==> config.mk <==
export PLATFORM = sky130hd
export DESIGN_NAME = input_debounce
export DESIGN_NICKNAME = d
export VERILOG_FILES = /design/src/rtl/input_debounce.sv
export SDC_FILE = /design/constraint.sdc
export NUM_CORES = 1
export LEC_CHECK = 0
export BUFFER_PORTS_ARGS = -buffer_cell sky130_fd_sc_hd__buf_2
export CORE_UTILIZATION = 45
export CTS_CLUSTER_SIZE = 24
export DETAILED_ROUTE_END_ITERATION = 16
export GPL_TIMING_DRIVEN = 0
export SLEW_MARGIN = 20
export SYNTH_ARGS = -nofsm -noshare
export SYNTH_HDL_FRONTEND = slang
export SYNTH_SLANG_ARGS = --single-unit
==> constraint.sdc <==
create_clock -name CLK -period 3.3 [get_ports CLK]
set_clock_uncertainty 0.2 [all_clocks]
set_input_delay 0.33 -clock CLK [delete_from_list [all_inputs] [get_ports CLK]]
set_output_delay 0.33 -clock CLK [all_outputs]
set_load 0.05 [all_outputs]
==> src/rtl/input_debounce.sv <==
// Two-flop synchroniser plus debouncer for push-buttons (per-bit FSM) and slide switches (shared window).
// Define LONG_PRESS_EN to enable the one-shot BTN_LONG hold pulse; otherwise BTN_LONG is tied low.
module input_debounce #(
   parameter int N_BTN       = 5,
   parameter int N_SW        = 16,
   parameter int DB_CYCLES   = 1000000,
   parameter int CNT_W       = 20,
   parameter int LONG_CYCLES = 100000000
) (
   input  logic             CLK,
   input  logic             RST,
   input  logic [N_BTN-1:0] BTN_RAW,
   input  logic [N_SW-1:0]  SW_RAW,
   output logic [N_BTN-1:0] BTN_LEVEL,
   output logic [N_BTN-1:0] BTN_PRESS,
   output logic [N_BTN-1:0] BTN_RELEASE,
   output logic [N_BTN-1:0] BTN_LONG,
   output logic [N_SW-1:0]  SW_OUT,
   output logic             SW_CHANGED
);

   localparam logic [CNT_W-1:0] CNT_ONE = CNT_W'(1);
   localparam logic [CNT_W-1:0] DB_LAST = CNT_W'(DB_CYCLES - 1);
   localparam logic [CNT_W-1:0] DB_PRE  = CNT_W'(DB_CYCLES - 2);
`ifdef LONG_PRESS_EN
   localparam logic [CNT_W-1:0] LONG_LAST = CNT_W'(LONG_CYCLES - 1);
   localparam logic [CNT_W-1:0] LONG_SAT  = CNT_W'(LONG_CYCLES);
`endif

   if (DB_CYCLES < 2 || LONG_CYCLES < 1) begin : g_bad_cfg
      $error("input_debounce: DB_CYCLES must be >= 2 and LONG_CYCLES >= 1");
   end

   typedef enum logic [1:0] {IDLE, P_WAIT, PRESSED, R_WAIT} btn_state_t;

   logic [N_BTN-1:0] btn_s0, btn_s1;
   logic [N_SW-1:0]  sw_s0, sw_s1;

   always_ff @(posedge CLK) begin
      if (RST) begin
         btn_s0 <= '0;
         btn_s1 <= '0;
         sw_s0  <= '0;
         sw_s1  <= '0;
      end else begin
         btn_s0 <= BTN_RAW;
         btn_s1 <= btn_s0;
         sw_s0  <= SW_RAW;
         sw_s1  <= sw_s0;
      end
   end

   for (genvar i = 0; i < N_BTN; i++) begin : g_btn
      btn_state_t       state, state_nx;
      logic [CNT_W-1:0] cnt, cnt_nx;
      logic             level, level_nx, press, press_nx, rel, rel_nx;
`ifdef LONG_PRESS_EN
      logic             lng, lng_nx;
`endif

      always_comb begin
         state_nx = state;
         cnt_nx   = cnt;
         level_nx = level;
         press_nx = 1'b0;
         rel_nx   = 1'b0;
`ifdef LONG_PRESS_EN
         lng_nx   = 1'b0;
`endif
         unique case (state)
            IDLE: begin
               if (btn_s1[i]) begin
                  state_nx = P_WAIT;
                  cnt_nx   = CNT_ONE;
               end
            end
            P_WAIT: begin
               if (!btn_s1[i]) begin
                  state_nx = IDLE;
                  cnt_nx   = '0;
               end else if (cnt == DB_LAST) begin
                  state_nx = PRESSED;
                  cnt_nx   = '0;
                  level_nx = 1'b1;
                  press_nx = 1'b1;
               end else begin
                  cnt_nx = cnt + CNT_ONE;
               end
            end
            PRESSED: begin
               if (!btn_s1[i]) begin
                  state_nx = R_WAIT;
                  cnt_nx   = CNT_ONE;
               end
`ifdef LONG_PRESS_EN
               // Saturating at LONG_CYCLES makes the pulse one-shot until the count is cleared.
               else begin
                  if (cnt != LONG_SAT) cnt_nx = cnt + CNT_ONE;
                  lng_nx = (cnt == LONG_LAST);
               end
`endif
            end
            R_WAIT: begin
               if (btn_s1[i]) begin
                  state_nx = PRESSED;
                  cnt_nx   = '0;
               end else if (cnt == DB_LAST) begin
                  state_nx = IDLE;
                  cnt_nx   = '0;
                  level_nx = 1'b0;
                  rel_nx   = 1'b1;
               end else begin
                  cnt_nx = cnt + CNT_ONE;
               end
            end
            default: begin
               state_nx = IDLE;
               cnt_nx   = '0;
               level_nx = 1'b0;
            end
         endcase
      end

      always_ff @(posedge CLK) begin
         if (RST) begin
            state <= IDLE;
            cnt   <= '0;
            level <= 1'b0;
            press <= 1'b0;
            rel   <= 1'b0;
`ifdef LONG_PRESS_EN
            lng   <= 1'b0;
`endif
         end else begin
            state <= state_nx;
            cnt   <= cnt_nx;
            level <= level_nx;
            press <= press_nx;
            rel   <= rel_nx;
`ifdef LONG_PRESS_EN
            lng   <= lng_nx;
`endif
         end
      end

      assign BTN_LEVEL[i]   = level;
      assign BTN_PRESS[i]   = press;
      assign BTN_RELEASE[i] = rel;
`ifdef LONG_PRESS_EN
      assign BTN_LONG[i]    = lng;
`else
      assign BTN_LONG[i]    = 1'b0;
`endif
   end

   logic [N_SW-1:0]  sw_cap;
   logic [CNT_W-1:0] sw_cnt;

   // Any change restarts the shared window, so flips inside one window merge into one update.
   always_ff @(posedge CLK) begin
      if (RST) begin
         sw_cap     <= '0;
         sw_cnt     <= '0;
         SW_OUT     <= '0;
         SW_CHANGED <= 1'b0;
      end else begin
         SW_CHANGED <= 1'b0;
         if (sw_s1 != sw_cap) begin
            sw_cap <= sw_s1;
            sw_cnt <= '0;
         end else if (sw_cnt != DB_LAST) begin
            sw_cnt <= sw_cnt + CNT_ONE;
            if (sw_cnt == DB_PRE && sw_cap != SW_OUT) begin
               SW_OUT     <= sw_cap;
               SW_CHANGED <= 1'b1;
            end
         end
      end
   end

endmodule

==> out/metrics.cfg <==
[power_and_ir_drop]
clkPwrFrac_pct = 49.2
power_density_mw_per_mm2 = 512.4
combPwrFrac_pct = 5.0
p_sw_share_pct = 22.41
ir_worst_vdd_mv = 0.3767
seqPwrFrac_pct = 45.8
power.leakage_uw = 0.004094
p_switching_uw = 1341
p_total_uw = 5982
p_int_uw = 4641

[cts]
clk_pin_slew_worst_paths_ps = 60
root_buffer = clkbuf_16
cts-resized-gates = 0
clock_latency_ps = 520
cts.sinks = 220
cts_tree = done
cts_buffer_depth = 3
numCtsBuffers = 25
cts_max_level = 1
post_cts_buffers = 0
cts_hold_buffers = 21

[worst_setup_path]
cp.required_ps = 3490
crit_slowest_cell = nor4_1
critPathLaunchType = register
r2r_slack_ps = 270
crit_path_max_incr_delay_ps = 680
cp-startpoint = g_btn[1].cnt[0]
critPathTopFamily = simple AND/OR/NAND/NOR gates
path_max_fanout = 10
path_class = reg -> reg
rr_startpoint = g_btn[1].cnt[0]
crit_buf_inv = 2
crit_path_cell_trace = ha_1, nand4_1, nor4_1, a211oi_1, clkbuf_1, clkbuf_1, a31oi_1, a31oi_1
end_kind = register
arrival_ps = 3210

[yosys]
yosysMostFrequentCell = dfxtp_1
ys.flop_type = dfxtp_1
yosysWarnings = 0
yosysUniqueCellTypes = 63
synthArstFlopShare_pct = 0
yosysSeqAreaShare_pct = 44.28
synth_area_leader_cell = dfxtp_1
netlist_top_cells_area = dfxtp_1, nand2_1, nor2b_1, xor2_1, a311oi_1
syn_inst = 1127
synth_edf_count = 0
ys_seq_elements = 220
synth_area_mm2 = 0.009946
avgSynthCellArea_um2 = 8.825
yosys-top-cells-count = dfxtp_1, nand2_1, a21oi_1, nor2_1, nor2b_1
synth_top_area_share_pct = 44.28

[global_routing]
gr-total-overflow = 0
antenna_found_initial = 0
grt_use_total_pct = 20.41
grt_max_degree = 15
grt_pass1_wl_mm = 37.67
grt_pass1_vias = 7494

[run]
drv_cap = 0

[route]
vias = 8444
drtPass1Iterations = 5
dr.first_iter.drc_count = 413
totalWireLength_mm = 23.43
wl_per_cell_um = 15.31
via_per_inst = 5.519
drc = 0
antenna_left = 0

[timing]
fin_crit_sh_pct = 91.69
clock.fmax_mhz = 330.5
post-route-min-period_ps = 3026
rsz0062_at_grt = no
finalHoldViolCount = 0
worst_slew_pin_slew_ps = 974.4
fin_setup_tns_ps = 0
setup_viol_count_final = 0
finalMaxSlewViolations = 0
maxSlewHeadroom_pct = 34.13

[die]
design.die.area_mm2 = 0.02270
ios = 60
core_mm2 = 0.02176
die_w_um = 150.7
die_h_um = 150.7
row_count = 54
start_util_pct = 45.72

[run_status]
status = finished, final reports clean

[min_path]
hold_class = in -> reg
hp-start = RST

[cells_and_area]
drive_gt1_share_pct = 11.20
nFillCells = 2069
nNetsFinal = 1262
syn2layout_area_growth_pct = 17.37
diodes = 0

[placed_design]
routabilityCongestion = 0.8408
dp_hpwl_mm = 15.99
io_buffers = 53

## flip-flops by register name (all words and copies together), names as in the netlist, named ones only
signal and count:
sw_cap 16, g_btn.level 5, btn_s1 5, g_btn.press 5, SW_CHANGED 1, g_btn.rel 5, btn_s0 5, sw_s1 16
sw_s0 16, g_btn.state 5, g_btn.cnt 100, SW_OUT 16, sw_cnt 20
## per-stage QoR
stage	util [%]	hold WS, ps	cells	setup slack, ps	cell area [um2]
finish	53.66	59.23	1530	274.3	11670
detailed placement	48.67	220.4	1464	369.8	10590
CTS	53.66	46.20	1530	328.1	11670
global route	53.66	98.36	1530	5.678	11670
floorplan	-	213.8	1131	827.8	9961
global placement	48.61	216.0	1464	397.9	10580
## cells by family (layout without fill, tap and decap cells)
| logic type | Yosys count | in the layout | share of synthesized area (%) |
|---|---|---|---|
| buffers and inverters | 104 | 223 | 4.982 |
| multiplexers | 23 | 23 | 2.315 |
| adder cells (fa/ha/maj) | 7 | 7 | 0.8806 |
| AND/OR/NAND/NOR | 473 | 473 | 25.87 |
| other | 1 | 5 | 0.03770 |
| XOR/XNOR | 62 | 62 | 5.460 |
| AO/OA/AOI/OAI | 237 | 237 | 16.18 |
| flip-flops | 220 | 220 | 44.28 |
## placed cells by master (no fill, tap or decap), types with 31 or more instances in the layout
cell      Yosys  routed
nor2b_1      61      61
nand2_1     116     116
a311oi_1     35      35
nand3_1      49      49
nor2_1       61      61
dfxtp_1     220     220
nand4_1      31      31
o21ai_0      33      33
clkbuf_1     46      51
a21oi_1      61      61
buf_2         3      56
xor2_1       36      36
a31oi_1      38      38
## power by group through the flow
stage               combinational [uW]  sequential, uW  clock [uW]
floorplan                          200            2790           0
global placement                   282            2800           0
detailed placement                 284            2800           0
CTS                                305            2740        3010
global route                       329            2740        3120
finish                             301            2740        2940
## cell type report
cell class / count / area, um2 / area share, %
Multi-Input combinational cell: 807 / 5072 / 43.45
Sequential cell: 220 / 4404 / 37.73
Clock buffer: 32 / 671.9 / 5.756
Timing Repair Buffer: 74 / 475.5 / 4.073
Buffer: 78 / 397.9 / 3.408
Tap cell: 280 / 350.3 / 3.001
Clock inverter: 13 / 203.9 / 1.747
Inverter: 26 / 97.59 / 0.8360
## routing by layer
metal,track usage (%),part of all wire (%),vias to the layer above
li1,-,-,4299
met1,28.80,50,3958
met2,32.81,45,155
met3,2.939,3.6,32
met4,4.550,1.6,0
met5,0,0,-
## worst paths after layout
check	endpoint	depth (start not counted)
max	g_btn[1].cnt[10]	8
min	g_btn[1].press	2
max reg2reg	g_btn[1].cnt[10]	8
min reg2reg	btn_s1[2]	1
Power figures use the tool's default switching activity.
